**config.mk**
```make
export PLATFORM = sky130hd
export DESIGN_NAME = rf_write_arbiter
export DESIGN_NICKNAME = d
export VERILOG_FILES = /design/src/rtl/rf_write_arbiter.sv
export SDC_FILE = /design/constraint.sdc
export NUM_CORES = 1
export LEC_CHECK = 0
export CORE_ASPECT_RATIO = 0.5
export CORE_MARGIN = 5
export CORE_UTILIZATION = 27
export DETAILED_ROUTE_END_ITERATION = 10
export PLACE_DENSITY = 0.58
export SETUP_SLACK_MARGIN = 0.2
export SKIP_CTS_REPAIR_TIMING = 1
export SYNTH_ARGS = -nofsm -noshare
export SYNTH_HDL_FRONTEND = slang
export SYNTH_SLANG_ARGS = --single-unit
```
**constraint.sdc**
```tcl
create_clock -name clk -period 2.2 [get_ports clk]
set_input_delay 0.44 -clock clk [delete_from_list [all_inputs] [get_ports clk]]
set_output_delay 0.44 -clock clk [all_outputs]
set_load 0.01 [all_outputs]
```
**src/rtl/rf_write_arbiter.sv**
```systemverilog
// Register-file write-port arbiter: WB stage vs. a one-entry buffered AUX result, with a pending-write scoreboard.
// Optional ARB_PERF_EN adds saturating FORCE / AUX-wait cycle counters.
module rf_write_arbiter #(
  parameter int REGISTERWIDTH  = 5,
  parameter int DATA           = 32,
  parameter int REGISTERNUMBER = 32,
  parameter int STARVE_LIMIT   = 4
) (
  input  logic                      clk,
  input  logic                      reset,
  input  logic                      wb_valid,
  input  logic [REGISTERWIDTH-1:0]  wb_rd,
  input  logic [DATA-1:0]           wb_data,
  input  logic                      aux_valid,
  output logic                      aux_ready,
  input  logic [REGISTERWIDTH-1:0]  aux_rd,
  input  logic [DATA-1:0]           aux_data,
  input  logic                      issue_valid,
  input  logic [REGISTERWIDTH-1:0]  issue_rd,
  output logic                      rf_we,
  output logic [REGISTERWIDTH-1:0]  rf_rd,
  output logic [DATA-1:0]           rf_wdata,
  output logic                      pipe_stall,
`ifdef ARB_PERF_EN
  output logic [15:0]               perf_force_cnt,
  output logic [15:0]               perf_aux_wait_cnt,
`endif
  output logic [REGISTERNUMBER-1:0] busy_vec
);

  typedef enum logic [1:0] {EMPTY, PENDING, FORCE} state_t;

  localparam logic [3:0] STARVE_MAX = 4'(STARVE_LIMIT);

  state_t                    state_reg, state_next;
  logic [REGISTERWIDTH-1:0]  hold_rd_reg, hold_rd_next;
  logic [DATA-1:0]           hold_data_reg, hold_data_next;
  logic [3:0]                starve_cnt_reg, starve_cnt_next;
  logic [REGISTERNUMBER-1:0] busy_reg, busy_next;
  logic                      hold_grant;

  always_comb begin
    state_next      = state_reg;
    hold_rd_next    = hold_rd_reg;
    hold_data_next  = hold_data_reg;
    starve_cnt_next = starve_cnt_reg;
    hold_grant      = 1'b0;
    aux_ready       = 1'b0;
    pipe_stall      = 1'b0;
    case (state_reg)
      EMPTY: begin
        aux_ready = 1'b1;
        // r0 results are accepted but never buffered
        if (aux_valid && (aux_rd != '0)) begin
          hold_rd_next    = aux_rd;
          hold_data_next  = aux_data;
          starve_cnt_next = '0;
          state_next      = PENDING;
        end
      end
      PENDING: begin
        if (!wb_valid) begin
          hold_grant = 1'b1;
          state_next = EMPTY;
        end else begin
          starve_cnt_next = starve_cnt_reg + 4'd1;
          if (starve_cnt_next == STARVE_MAX) begin
            state_next = FORCE;
          end
        end
      end
      FORCE: begin
        pipe_stall = 1'b1;
        hold_grant = 1'b1;
        state_next = EMPTY;
      end
      default: state_next = EMPTY;
    endcase
  end

  always_comb begin
    if (hold_grant) begin
      rf_we    = (hold_rd_reg != '0);
      rf_rd    = hold_rd_reg;
      rf_wdata = hold_data_reg;
    end else begin
      rf_we    = wb_valid && (wb_rd != '0);
      rf_rd    = wb_rd;
      rf_wdata = wb_data;
    end
  end

  // Per-register scoreboard: a new issue overrides the clear from a same-cycle hold write
  genvar gi;
  generate
    for (gi = 0; gi < REGISTERNUMBER; gi++) begin : g_busy
      if (gi == 0) begin : g_zero
        assign busy_next[gi] = 1'b0;
      end else begin : g_bit
        logic set_bit;
        logic clr_bit;
        assign set_bit       = issue_valid && (issue_rd == REGISTERWIDTH'(gi));
        assign clr_bit       = hold_grant && (hold_rd_reg == REGISTERWIDTH'(gi));
        assign busy_next[gi] = set_bit | (busy_reg[gi] & ~clr_bit);
      end
    end
  endgenerate

  always_ff @(posedge clk or negedge reset) begin
    if (!reset) begin
      state_reg      <= EMPTY;
      hold_rd_reg    <= '0;
      hold_data_reg  <= '0;
      starve_cnt_reg <= '0;
      busy_reg       <= '0;
    end else begin
      state_reg      <= state_next;
      hold_rd_reg    <= hold_rd_next;
      hold_data_reg  <= hold_data_next;
      starve_cnt_reg <= starve_cnt_next;
      busy_reg       <= busy_next;
    end
  end

  assign busy_vec = busy_reg;

`ifdef ARB_PERF_EN
  logic [15:0] perf_force_reg;
  logic [15:0] perf_wait_reg;

  always_ff @(posedge clk or negedge reset) begin
    if (!reset) begin
      perf_force_reg <= '0;
      perf_wait_reg  <= '0;
    end else begin
      if ((state_reg == FORCE) && (perf_force_reg != 16'hFFFF)) begin
        perf_force_reg <= perf_force_reg + 16'd1;
      end
      if ((state_reg == PENDING) && wb_valid && (perf_wait_reg != 16'hFFFF)) begin
        perf_wait_reg <= perf_wait_reg + 16'd1;
      end
    end
  end

  assign perf_force_cnt    = perf_force_reg;
  assign perf_aux_wait_cnt = perf_wait_reg;
`endif

endmodule

```
==> results by group <==
Outcome
  – Status: finished with violations
  – Failing checks: negative setup slack

Place
  – I/O Buffers: 154
  – Area after DPL: 0.00581 mm²
  – HPWL after DPL: 9.00 mm
  – GPL Wtd Cong: 0.767
  – Dpl cells: 677

Critical path
  – Slowest CP cell: dfrtp_1
  – Bufs and invs on worst path: 5
  – CP Data Arrival Time: 2060 ps
  – Worst reg2reg path depth: 7
  – Levels on crit path: 9
  – Critical path's largest stage delay: 360 ps
  – CP Cell Sequence: inv_2 > ha_4 > nor2b_4 > o21ai_4 > buf_12 > clkbuf_16 > buf_6 > mux2_4 > buf_6
  – Data required, critical path: 1760 ps
  – Class of the most critical setup path: reg2out
  – Cell repeated most along the worst path: buf_6
  – Family with the most delay on the worst path: buffers and inverters
  – Crit Path Max Fanout: 8
  – Worst setup EP type: output port
  – Crit path launch type: register

Finish
  – Post-route cell area: 0.00643 mm²
  – Final nets: 598
  – Area growth syn-to-layout: 67.9%
  – Fin cells: 707
  – Number of flip-flops in the largest register: 32
  – Area of the multi-input gates: 0.00198 mm²
  – Fillers: 1291
  – Share of layout cells above drive strength 1: 35.0%
  – Utilization after layout: 46.8%
  – Seq. cell area: 0.00185 mm²

Drt
  – Routed wire per std cell: 17.5 µm
  – Met1 WL: 5.30 mm
  – Residual DRC count: 0
  – Via count: 3252
  – DR WL met2: 6.34 mm
  – Top metal layer carrying routed signals: met4
  – Vias per cell: 4.60
  – Total wire length: 12.4 mm
  – ANT nets after route: 0
  – Initial DRC Count: 125
  – Met3 Wirelength: 536 µm
  – First-pass DRT Iterations: 4

CTS
  – Htree depth: 3
  – CTS sink count: 74
  – Clk root buf: clkbuf_16
  – CTS tree: yes
  – Longest Clk Path Bufs: 2
  – Worst-path clk slew: 60 ps
  – Clk Latency, worst-skew pair: 340 ps
  – CTS Buf Count: 9

Yosys
  – Dominant cells by area after synthesis: dfrtp_1 48%, mux2_2 12%, mux2_4 12%
  – Syn avg cell area: 12.2 µm²
  – Synth warnings: 0
  – Unique masters post-synth: 43
  – Async SR Flop Fraction: 100%
  – Post-synth EDFFs: 0
  – Yosys top cell by area: dfrtp_1
  – Yosys reg bits: 74
  – Area of the mapped netlist: 0.00383 mm²
  – Synth top area share: 48.3%
  – Net count after synthesis: 403
  – Register area share after synthesis: 48.3%
  – Top FF cell, synth: dfrtp_1
  – Syn Inst Count: 314

Timing
  – Fmax: 400 MHz
  – Final setup fails: 38
  – Setup WS post-layout: -298 ps
  – Fin. max-slew vios: 0
  – Final Critical Period: 2500 ps
  – Post-route clock period utilization: 114%
  – WHS: 88.0 ps
  – Fin. Hold Viols: 0
  – Clock skew: 6.83 ps
  – Max-slew headroom: 61.9%
  – Unrepaired setup endpoints after global routing: yes
  – Tightest Pin Transition: 571 ps

Global route
  – First-pass GRT wire length: 18.1 mm
  – GRT Resource Usage Total: 14.0%
  – Total global routing overflow: 0
  – Largest net degree at the start of global routing: 42
  – Vias in the first global route: 3311
  – Initial antenna violation count: 1

Run
  – MaxCap Viol Count: 0

Floorplan
  – Core ar.: 0.0137 mm²
  – Die height: 94.2 µm
  – Die width: 178 µm
  – Die footprint: 0.0168 mm²
  – IO Count: 156
  – Site Rows: 30
  – Starting Density: 27.9%

Power and ir drop
  – Max IR drop VDD: 0.518 mV
  – Pleak: 2.89 nW
  – Pwr dens: 1170 mW/mm²

Worst hold path
  – Worst Hold Class: in2async
-- where the power goes --
group          internal (W)  switching (W)  total, W
registers           0.00200       0.000429   0.00243
logic               0.00208        0.00136   0.00345
clock network       0.00104       0.000608   0.00165
total               0.00512        0.00240   0.00752
-- cell families (layout without fill, tap and decap cells) --
| family | after synthesis | in the layout | share of synthesized area (%) |
|---|---|---|---|
| compound gates | 91 | 91 | 13.9 |
| mux | 74 | 74 | 24.6 |
| flops | 74 | 74 | 48.3 |
| simple gates | 50 | 51 | 8.00 |
| buf+inv | 19 | 218 | 3.40 |
| fa+ha+maj | 5 | 5 | 1.63 |
| other cells | 1 | 2 | 0.0978 |
-- final timing paths --
path,start,endpoint,slack (ps)
worst max-delay path,state_reg[1]$_DFFE_PN0P_,rf_wdata[29],-300
worst min-delay path,reset,hold_data_reg[19]$_DFFE_PN0P_,90
worst max register to register,state_reg[1]$_DFFE_PN0P_,busy_vec[9]$_DFF_PN0_,450
worst min register to register,hold_data_reg[0]$_DFFE_PN0P_,hold_data_reg[0]$_DFFE_PN0P_,510
max in group asynchronous,reset,starve_cnt_reg[1]$_DFFE_PN0P_,1500
min in group clk,aux_rd[4],hold_rd_reg[4]$_DFFE_PN0P_,390
-- worst register-to-register path: cells and delay by family, from the launching register on --
family	cells	cell delay [ps]
flops	1	390
buf+inv	2	290
fa+ha+maj	1	140
compound gates	3	640
simple gates	1	160
-- Yosys cell counts (all sizes together), types with 5 or more instances --
| cell type | count |
|---|---|
| o2111ai | 9 |
| nand2b | 7 |
| dfrtp | 74 |
| inv | 5 |
| o21ai | 66 |
| a21oi | 6 |
| nand2 | 10 |
| mux2 | 73 |
| nor2 | 5 |
| ha | 5 |
| buf | 10 |
-- layout make-up --
type / count / share of cell area, %
Inverter: 5 / 0.292
Multi-Input combinational cell: 222 / 30.8
Clock buffer: 10 / 3.71
Antenna cell: 1 / 0.0389
Clock inverter: 6 / 1.50
Tap cell: 192 / 3.73
Sequential cell: 74 / 28.8
Timing Repair Buffer: 197 / 31.1
-- cell usage in the layout, fill, tap and decap left out, types with 3 or more instances in the layout --
| cell type | n |
|---|---|
| o2111ai_1 | 9 |
| nor2_1 | 5 |
| inv_1 | 3 |
| mux2_4 | 46 |
| clkbuf_2 | 13 |
| buf_4 | 28 |
| a21oi_1 | 6 |
| nand3_1 | 4 |
| a221o_1 | 3 |
| and2_1 | 3 |
| buf_6 | 24 |
| clkbuf_16 | 13 |
| nor2b_1 | 3 |
| clkdlybuf4s50_1 | 110 |
| nand2_1 | 9 |
| buf_12 | 6 |
| o21ai_0 | 64 |
| or2_2 | 3 |
| nand2b_1 | 7 |
| dfrtp_1 | 74 |
| dlymetal6s2s_1 | 10 |
| mux2_2 | 25 |
-- routing by layer --
| layer | track usage (%) | up-vias |
|---|---|---|
| met4 | 4.59 | 0 |
| met5 | 0 | - |
| li1 | - | 1564 |
| met2 | 24.4 | 78 |
| met3 | 3.30 | 8 |
| met1 | 17.0 | 1602 |
-- per-stage QoR --
stage                     power [W]  worst slack [ps]  TNS [ps]
after global routing        0.00799              -366    -11070
final                       0.00752              -298     -8570
after global placement      0.00559              -526    -25930
after CTS                   0.00732              -648    -23980
after floorplan             0.00402               212         0
after detailed placement    0.00562              -540    -26310
Power figures use the tool's default switching activity.
